`src/rtl/nobl_multichan_fifo.sv`:
```
// Multi-channel FIFO controller over one ZBT/NoBL SRAM: each channel owns an equal circular
// region; one SRAM op per cycle, write/read alternation, round-robin reads, per-channel flush.
module nobl_multichan_fifo #(
  parameter int WIDTH     = 18,
  parameter int RAM_DEPTH = 19,
  parameter int CHAN_BITS = 2
) (
  input  logic                                                clk,
  input  logic                                                rst_n,
  input  logic [WIDTH-1:0]                                    RAM_D_pi,
  output logic [WIDTH-1:0]                                    RAM_D_po,
  output logic                                                RAM_D_poe,
  output logic [RAM_DEPTH-1:0]                                RAM_A,
  output logic                                                RAM_WEn,
  output logic                                                RAM_CENn,
  output logic                                                RAM_LDn,
  output logic                                                RAM_OEn,
  output logic                                                RAM_CE1n,
  input  logic [WIDTH-1:0]                                    wr_data,
  input  logic [CHAN_BITS-1:0]                                wr_chan,
  input  logic                                                wr_valid,
  output logic                                                wr_ready,
  input  logic [2**CHAN_BITS-1:0]                             rd_strobe,
  output logic [WIDTH-1:0]                                    rd_data,
  output logic [CHAN_BITS-1:0]                                rd_chan,
  output logic                                                rd_valid,
  input  logic [2**CHAN_BITS-1:0]                             flush,
  output logic [2**CHAN_BITS-1:0]                             data_avail,
  output logic [(2**CHAN_BITS)*(RAM_DEPTH-CHAN_BITS+1)-1:0]   occupancy
);
  localparam int NUM_CHAN = 2**CHAN_BITS;
  localparam int OFF_BITS = RAM_DEPTH - CHAN_BITS;
  localparam int PTR_BITS = OFF_BITS + 1;
  localparam logic [PTR_BITS-1:0] REGION = {1'b1, {OFF_BITS{1'b0}}};

  logic [PTR_BITS-1:0]  r_wptr  [NUM_CHAN];
  logic [PTR_BITS-1:0]  r_rptr  [NUM_CHAN];
  logic [PTR_BITS-1:0]  r_cwptr [NUM_CHAN];
  logic [PTR_BITS-1:0]  w_occ   [NUM_CHAN];
  logic [NUM_CHAN-1:0]  w_full;
  logic [NUM_CHAN-1:0]  w_rd_elig;
  logic                 r_run;
  logic                 r_last_wr;
  logic [CHAN_BITS-1:0] r_last_rd;
  logic [CHAN_BITS-1:0] w_rd_sel;
  logic [CHAN_BITS-1:0] w_rr_idx;
  logic                 w_w;
  logic                 w_r;
  logic                 w_gnt_wr;
  logic                 w_gnt_rd;
  logic                 w_found;

  // Write pipeline: stage 0 = address cycle, stage 2 = late-write data cycle.
  logic [2:0]           r_wv;
  logic [1:0]           r_wc;
  logic [CHAN_BITS-1:0] r_wch [2];
  logic [WIDTH-1:0]     r_wd  [3];
  logic [2:0]           r_rv;
  logic [CHAN_BITS-1:0] r_rch [3];

  always_comb begin
    for (int c = 0; c < NUM_CHAN; c++) begin
      w_occ[c]      = r_wptr[c] - r_rptr[c];
      w_full[c]     = (w_occ[c] == REGION);
      data_avail[c] = (r_cwptr[c] != r_rptr[c]);
    end
  end

  for (genvar c = 0; c < NUM_CHAN; c++) begin : g_occ
    assign occupancy[c*PTR_BITS +: PTR_BITS] = w_occ[c];
  end

  always_comb begin
    w_rd_elig = data_avail & rd_strobe & ~flush;
    w_w       = r_run & wr_valid & ~w_full[wr_chan] & ~flush[wr_chan];
    w_r       = r_run & (|w_rd_elig);
    w_gnt_wr  = w_w & (~w_r | ~r_last_wr);
    w_gnt_rd  = w_r & (~w_w | r_last_wr);
    w_rd_sel  = r_last_rd;
    w_rr_idx  = r_last_rd;
    w_found   = 1'b0;
    for (int i = 1; i <= NUM_CHAN; i++) begin
      w_rr_idx = r_last_rd + CHAN_BITS'(i);
      if (!w_found && w_rd_elig[w_rr_idx]) begin
        w_rd_sel = w_rr_idx;
        w_found  = 1'b1;
      end
    end
  end

  assign wr_ready = w_gnt_wr;

  // Flush outranks every pointer update on its channel, including a commit landing this cycle.
  always_ff @(posedge clk or negedge rst_n) begin
    if (!rst_n) begin
      for (int c = 0; c < NUM_CHAN; c++) begin
        r_wptr[c]  <= '0;
        r_rptr[c]  <= '0;
        r_cwptr[c] <= '0;
      end
    end else begin
      for (int c = 0; c < NUM_CHAN; c++) begin
        if (flush[c]) begin
          r_wptr[c]  <= '0;
          r_rptr[c]  <= '0;
          r_cwptr[c] <= '0;
        end else begin
          if (w_gnt_wr && wr_chan == CHAN_BITS'(c))
            r_wptr[c] <= r_wptr[c] + PTR_BITS'(1);
          if (w_gnt_rd && w_rd_sel == CHAN_BITS'(c))
            r_rptr[c] <= r_rptr[c] + PTR_BITS'(1);
          if (r_wv[1] && r_wc[1] && r_wch[1] == CHAN_BITS'(c))
            r_cwptr[c] <= r_cwptr[c] + PTR_BITS'(1);
        end
      end
    end
  end

  always_ff @(posedge clk or negedge rst_n) begin
    if (!rst_n) begin
      r_run     <= 1'b0;
      r_last_wr <= 1'b0;
      r_last_rd <= '1;
      RAM_A     <= '0;
      RAM_WEn   <= 1'b1;
      RAM_CENn  <= 1'b1;
      RAM_LDn   <= 1'b1;
      r_wv      <= '0;
      r_wc      <= '0;
      r_rv      <= '0;
      for (int s = 0; s < 3; s++) begin
        r_wd[s]  <= '0;
        r_rch[s] <= '0;
      end
      for (int s = 0; s < 2; s++) r_wch[s] <= '0;
      rd_valid  <= 1'b0;
      rd_data   <= '0;
      rd_chan   <= '0;
    end else begin
      r_run    <= 1'b1;
      RAM_WEn  <= 1'b1;
      RAM_CENn <= 1'b1;
      RAM_LDn  <= 1'b1;
      if (w_gnt_wr) begin
        RAM_A     <= {wr_chan, r_wptr[wr_chan][OFF_BITS-1:0]};
        RAM_WEn   <= 1'b0;
        RAM_CENn  <= 1'b0;
        RAM_LDn   <= 1'b0;
        r_last_wr <= 1'b1;
      end else if (w_gnt_rd) begin
        RAM_A     <= {w_rd_sel, r_rptr[w_rd_sel][OFF_BITS-1:0]};
        RAM_CENn  <= 1'b0;
        RAM_LDn   <= 1'b0;
        r_last_wr <= 1'b0;
        r_last_rd <= w_rd_sel;
      end
      // Flushed writes still reach the SRAM but never bump the committed pointer.
      r_wv     <= {r_wv[1:0], w_gnt_wr};
      r_wc     <= {r_wc[0] & ~flush[r_wch[0]], w_gnt_wr};
      r_wch[0] <= wr_chan;
      r_wch[1] <= r_wch[0];
      r_wd[0]  <= wr_data;
      r_wd[1]  <= r_wd[0];
      r_wd[2]  <= r_wd[1];
      r_rv     <= {r_rv[1] & ~flush[r_rch[1]], r_rv[0] & ~flush[r_rch[0]], w_gnt_rd};
      r_rch[0] <= w_rd_sel;
      r_rch[1] <= r_rch[0];
      r_rch[2] <= r_rch[1];
      rd_valid <= r_rv[2] & ~flush[r_rch[2]];
      if (r_rv[2]) begin
        rd_data <= RAM_D_pi;
        rd_chan <= r_rch[2];
      end
    end
  end

  assign RAM_D_po  = r_wd[2];
  assign RAM_D_poe = r_wv[2];
  assign RAM_OEn   = ~r_run;
  assign RAM_CE1n  = ~r_run;

endmodule

```
`config.mk`:
```
export PLATFORM = sky130hd
export DESIGN_NAME = nobl_multichan_fifo
export DESIGN_NICKNAME = d
export VERILOG_FILES = /design/src/rtl/nobl_multichan_fifo.sv
export SDC_FILE = /design/constraint.sdc
export NUM_CORES = 1
export LEC_CHECK = 0
export BUFFER_PORTS_ARGS = -buffer_cell sky130_fd_sc_hd__clkbuf_2
export CORE_ASPECT_RATIO = 0.7
export CORE_MARGIN = 10
export CORE_UTILIZATION = 50
export DETAILED_ROUTE_END_ITERATION = 7
export PLACE_DENSITY = 0.71
export REMOVE_ABC_BUFFERS = 1
export SLEW_MARGIN = 10
export SYNTH_ARGS = -nofsm -noshare
export SYNTH_HDL_FRONTEND = slang
export SYNTH_SLANG_ARGS = --single-unit
```
`constraint.sdc`:
```
create_clock -name clk -period 11 [get_ports clk]
set_input_delay 1.1 -clock clk [delete_from_list [all_inputs] [get_ports clk]]
set_output_delay 1.1 -clock clk [all_outputs]
set_load 0.1 [all_outputs]
```
==> summary.md <==
| Metric | Value |
|---|---|
| Area growth from synthesis to layout | `11.98%` |
| Mapped Area | `20810 µm²` |
| Crit path kind | `reg2out` |
| Pin count of the biggest net entering global routing | `111` |
| Fmax | `153.3 MHz` |
| Critical path launch point type | `register` |
| Core region area | `41040 µm²` |
| Via count of the first global-routing pass | `17226` |
| Min-delay worst type | `reg2reg` |
| Synth cell types | `84` |
| Accumulated negative setup slack | `0 ns` |
| Post-route minimum period | `6.523 ns` |
| Detailed placer's ending HPWL | `50040 µm` |
| Number of flops mapped to enable cells by yosys | `0` |
| WHS Endpoint | `RAM_D_po[15]` |
| Cell count after placement | `2892` |
| Setup violators final | `0` |
| Mean routed wirelength per cell | `22.39 µm` |
| Leak Pwr | `10.22 nW` |
| Total length of routed wires | `66230 µm` |
| Skew-Pair Late Insertion Delay | `0.54 ns` |
| I/O pins | `190` |
| Port bufs | `189` |
| CTS Root Buffer Type | `sky130_fd_sc_hd__clkbuf_16` |
| Peak supply drop | `0.2116 mV` |
| Number of warnings issued by yosys | `0` |
| FILL cells | `3598` |
| Final std cell area, no fill | `23310 µm²` |
| Cell count after synthesis | `2272` |
| Post-route ant nets | `0` |
| Unrepaired setup endpoints after global routing | `no` |
| Via count normalized by instance count | `6.236` |
| Non-Filler Instances | `2958` |
| Launch point of the worst reg-to-reg path | `r_rptr[36]` |
| Post-synthesis area per instance | `9.162 µm²` |
| Number of clock sinks seen by CTS | `333` |
| Net count reported at finish | `2519` |
| Worst endpoint data arrival time | `5.42 ns` |
| Share of the yosys chip area belonging to registers | `40.06%` |
| Starting density of the core | `50.72%` |
| Yosys reg bits | `333` |
| X dimension of the die | `263.9 µm` |
| Number of antenna violations at the first check in global routing | `4` |
| Count of final hold-check violations | `0` |
| Vertical extent of the die | `190.7 µm` |
| Placement-stage cell area | `22040 µm²` |
| Count of max-cap constraint violations | `0` |
| Worst Reg-to-Reg Cells | `15` |
| Startpoint of the most critical hold path | `r_wd[33]` |
| Worst reg2reg endpoint | `r_rptr[7]` |
| Overall power of the completed layout | `0.003553 W` |
| 1st-iter DRT viols | `2231` |
| Number of buffers created by CTS | `36` |
| Status | `complete, no violations` |
| Wire length of the first global-routing pass | `101700 µm` |
| Area of the die | `50320 µm²` |
| Most instantiated flip-flop cell in the synthesis netlist | `sky130_fd_sc_hd__dfrtp_1` |
| Total power density per cell area | `152.4 nW/µm²` |
| Remaining global-route overflow | `0` |
| Length of the first detailed-routing pass in iterations | `6` |
| Worst clock skew | `0.02080 ns` |
| Largest fanout of any net on the critical path | `43` |
| Number of buffers inserted by post-CTS setup repair | `0` |
| Quantity of hold-fixing buffers added after cts | `0` |
| Number of placement rows | `62` |
| Relative slew slack | `24.40%` |
| Crit end category | `primary output` |
| Worst hold stages | `0` |
| Required time at the worst-slack endpoint | `9.90 ns` |
| Clock input transition at the sequential cells of the worst setup and hold paths | `0.07 ns` |
| Final Max Slew Viols | `0` |
| H-Tree Depth | `2` |
| Flop2flop setup slack | `5.18 ns` |
| Layout cell share with drive strength beyond 1 | `15.13%` |
| Via Count | `18445` |
| All-Layer GR Usage | `25.40%` |
| Post-CTS sizing | `0` |
| Maximum buffer depth of the clock tree | `3` |
| TritonCTS clock tree | `done` |
| Period utilization | `59.30%` |
| GP Congestion | `0.9364` |
| Worst Max-Slew Pin Slew | `1.131 ns` |
| Share of flip-flops with an asynchronous set or reset after synthesis | `100.0%` |
| DR DRC count | `0` |
## sequential cells by signal, summed over array words and instances (netlist names), 3 cells and up
name and flops:
r_wptr 72, r_rv 3, rd_data 18, r_wd 36, r_rch 6, r_rptr 72
RAM_A 19, r_wch 4, r_cwptr 72, RAM_D_po 18
## metrics by stage
step	setup slack, ns	utilization [%]	hold WS (ns)
after floorplan	0.9305	-	0.3312
after global routing	4.345	56.79	0.3500
after CTS	4.573	56.79	0.3454
after global placement	4.853	53.70	0.3314
after detailed placement	4.729	53.70	0.3347
final	4.477	56.80	0.3423
## placed cells by master (no fill, tap or decap), types with 9 or more instances in the layout
master and instances:
sky130_fd_sc_hd__a31oi_1 14, sky130_fd_sc_hd__mux2_2 37, sky130_fd_sc_hd__clkbuf_16 37, sky130_fd_sc_hd__nand4_1 76
sky130_fd_sc_hd__o21a_1 14, sky130_fd_sc_hd__nor3_1 40, sky130_fd_sc_hd__mux4_2 21, sky130_fd_sc_hd__or3_1 38
sky130_fd_sc_hd__inv_1 115, sky130_fd_sc_hd__and3_1 36, sky130_fd_sc_hd__nor2_1 217, sky130_fd_sc_hd__nand2b_1 9
sky130_fd_sc_hd__or2_2 12, sky130_fd_sc_hd__clkbuf_2 188, sky130_fd_sc_hd__a21o_1 22, sky130_fd_sc_hd__nor4_1 44
sky130_fd_sc_hd__a21oi_1 146, sky130_fd_sc_hd__o41ai_1 12, sky130_fd_sc_hd__nand3_1 84, sky130_fd_sc_hd__nor2b_1 18
sky130_fd_sc_hd__buf_4 19, sky130_fd_sc_hd__o311ai_0 16, sky130_fd_sc_hd__nand2_1 165, sky130_fd_sc_hd__xor2_1 96
sky130_fd_sc_hd__xnor2_1 131, sky130_fd_sc_hd__o31ai_1 35, sky130_fd_sc_hd__dfrtp_1 329, sky130_fd_sc_hd__o22ai_1 21
sky130_fd_sc_hd__and2_1 13, sky130_fd_sc_hd__ha_1 80, sky130_fd_sc_hd__a211oi_1 11, sky130_fd_sc_hd__o211ai_1 34
sky130_fd_sc_hd__mux2i_1 21, sky130_fd_sc_hd__or4_1 31, sky130_fd_sc_hd__o21ai_0 85
## cells in the mapped netlist, types with 7 or more instances
cell type | number | area [µm²]
sky130_fd_sc_hd__nor3b_1 | 8 | 60.06
sky130_fd_sc_hd__clkbuf_1 | 85 | 319.1
sky130_fd_sc_hd__nand2_1 | 165 | 619.3
sky130_fd_sc_hd__and2_1 | 13 | 81.33
sky130_fd_sc_hd__nor4_1 | 44 | 275.3
sky130_fd_sc_hd__nor2_1 | 217 | 814.5
sky130_fd_sc_hd__dfrtp_1 | 329 | 8233
sky130_fd_sc_hd__o31ai_1 | 36 | 270.3
sky130_fd_sc_hd__o21a_1 | 14 | 105.1
sky130_fd_sc_hd__xor2_1 | 96 | 840.8
sky130_fd_sc_hd__xnor2_1 | 131 | 1147
sky130_fd_sc_hd__or3_1 | 38 | 237.7
sky130_fd_sc_hd__a21oi_1 | 146 | 730.7
sky130_fd_sc_hd__inv_1 | 115 | 431.7
sky130_fd_sc_hd__buf_2 | 13 | 65.06
sky130_fd_sc_hd__o41ai_1 | 12 | 105.1
sky130_fd_sc_hd__o21ai_0 | 86 | 430.4
sky130_fd_sc_hd__nand2b_1 | 9 | 56.30
sky130_fd_sc_hd__a21o_1 | 22 | 165.2
sky130_fd_sc_hd__or2_2 | 12 | 75.07
sky130_fd_sc_hd__a211oi_1 | 11 | 82.58
sky130_fd_sc_hd__mux4_2 | 21 | 473.0
sky130_fd_sc_hd__nor2b_1 | 18 | 112.6
sky130_fd_sc_hd__a31oi_1 | 14 | 87.58
sky130_fd_sc_hd__mux2i_1 | 21 | 210.2
sky130_fd_sc_hd__nand3_1 | 84 | 420.4
sky130_fd_sc_hd__o2111ai_1 | 7 | 61.31
sky130_fd_sc_hd__o22ai_1 | 21 | 131.4
sky130_fd_sc_hd__buf_4 | 20 | 150.1
sky130_fd_sc_hd__o211ai_1 | 34 | 255.2
sky130_fd_sc_hd__nor3_1 | 40 | 200.2
sky130_fd_sc_hd__or4_1 | 31 | 232.7
sky130_fd_sc_hd__ha_1 | 80 | 1001
sky130_fd_sc_hd__and3_1 | 36 | 225.2
sky130_fd_sc_hd__o311ai_0 | 16 | 140.1
sky130_fd_sc_hd__mux2_2 | 37 | 416.7
sky130_fd_sc_hd__buf_1 | 14 | 52.55
sky130_fd_sc_hd__nand4_1 | 76 | 475.5
## worst max-delay path: stages (launching register included)
cell,delay [ns]
sky130_fd_sc_hd__dfrtp_1,0.55
sky130_fd_sc_hd__ha_1,0.23
sky130_fd_sc_hd__inv_1,0.06
sky130_fd_sc_hd__fa_1,0.42
sky130_fd_sc_hd__a21o_1,0.24
sky130_fd_sc_hd__a221oi_4,0.28
sky130_fd_sc_hd__a211oi_1,0.12
sky130_fd_sc_hd__o31a_1,0.27
sky130_fd_sc_hd__or4b_1,0.54
sky130_fd_sc_hd__or4_1,0.41
sky130_fd_sc_hd__o41a_1,0.48
sky130_fd_sc_hd__o31ai_4,0.11
sky130_fd_sc_hd__buf_4,0.51
sky130_fd_sc_hd__nor2_1,0.21
sky130_fd_sc_hd__clkbuf_2,0.42
## how the worst max path moves through the flow
stage | from | endpoint | cells past startpoint
after floorplan | r_rptr[4] | r_wptr[16] | 14
after global placement | wr_chan[1] | wr_ready | 12
after detailed placement | wr_chan[1] | wr_ready | 12
after CTS | r_rptr[54] | wr_ready | 14
after global routing | r_rptr[54] | wr_ready | 14
final | r_rptr[54] | wr_ready | 14
## where the power goes
part	internal, W	switching, W
logic	0.000154	0.000717
clock network	0.000798	0.000519
registers	0.00131	0.0000604
## logic make-up after synthesis
| group | count (synthesis) | share of synthesized area, % |
|---|---|---|
| AOI/OAI and AO/OA | 484 | 15.24 |
| xor gates and xnor gates | 227 | 9.552 |
| adders and majority gates | 84 | 5.194 |
| buffers and inverters | 248 | 4.911 |
| DFF | 333 | 40.06 |
| muxes | 79 | 5.284 |
| other | 1 | 0.01802 |
| and+or+nand+nor | 816 | 19.74 |
## per-layer routing
| layer | track usage [%] | share of wire, % | up-vias |
|---|---|---|---|
| met4 | 6.446 | 2.2 | 2 |
| met1 | 34.59 | 43 | 9009 |
| met3 | 10.14 | 12 | 106 |
| li1 | - | - | 8421 |
| met5 | 0.7707 | 0.023 | - |
| met2 | 36.92 | 43 | 907 |
## final cells by class
type	count	area, µm²	area share (%)
Inverter	116	435.4	1.868
Tap cell	544	680.7	2.920
Multi-Input combinational cell	1691	11490	49.28
Clock buffer	48	1027	4.407
Antenna cell	2	5.005	0.02147
Sequential cell	333	8338	35.77
Clock inverter	16	237.7	1.020
Timing Repair Buffer	208	1099	4.713
(Power assumes the default switching activity.)
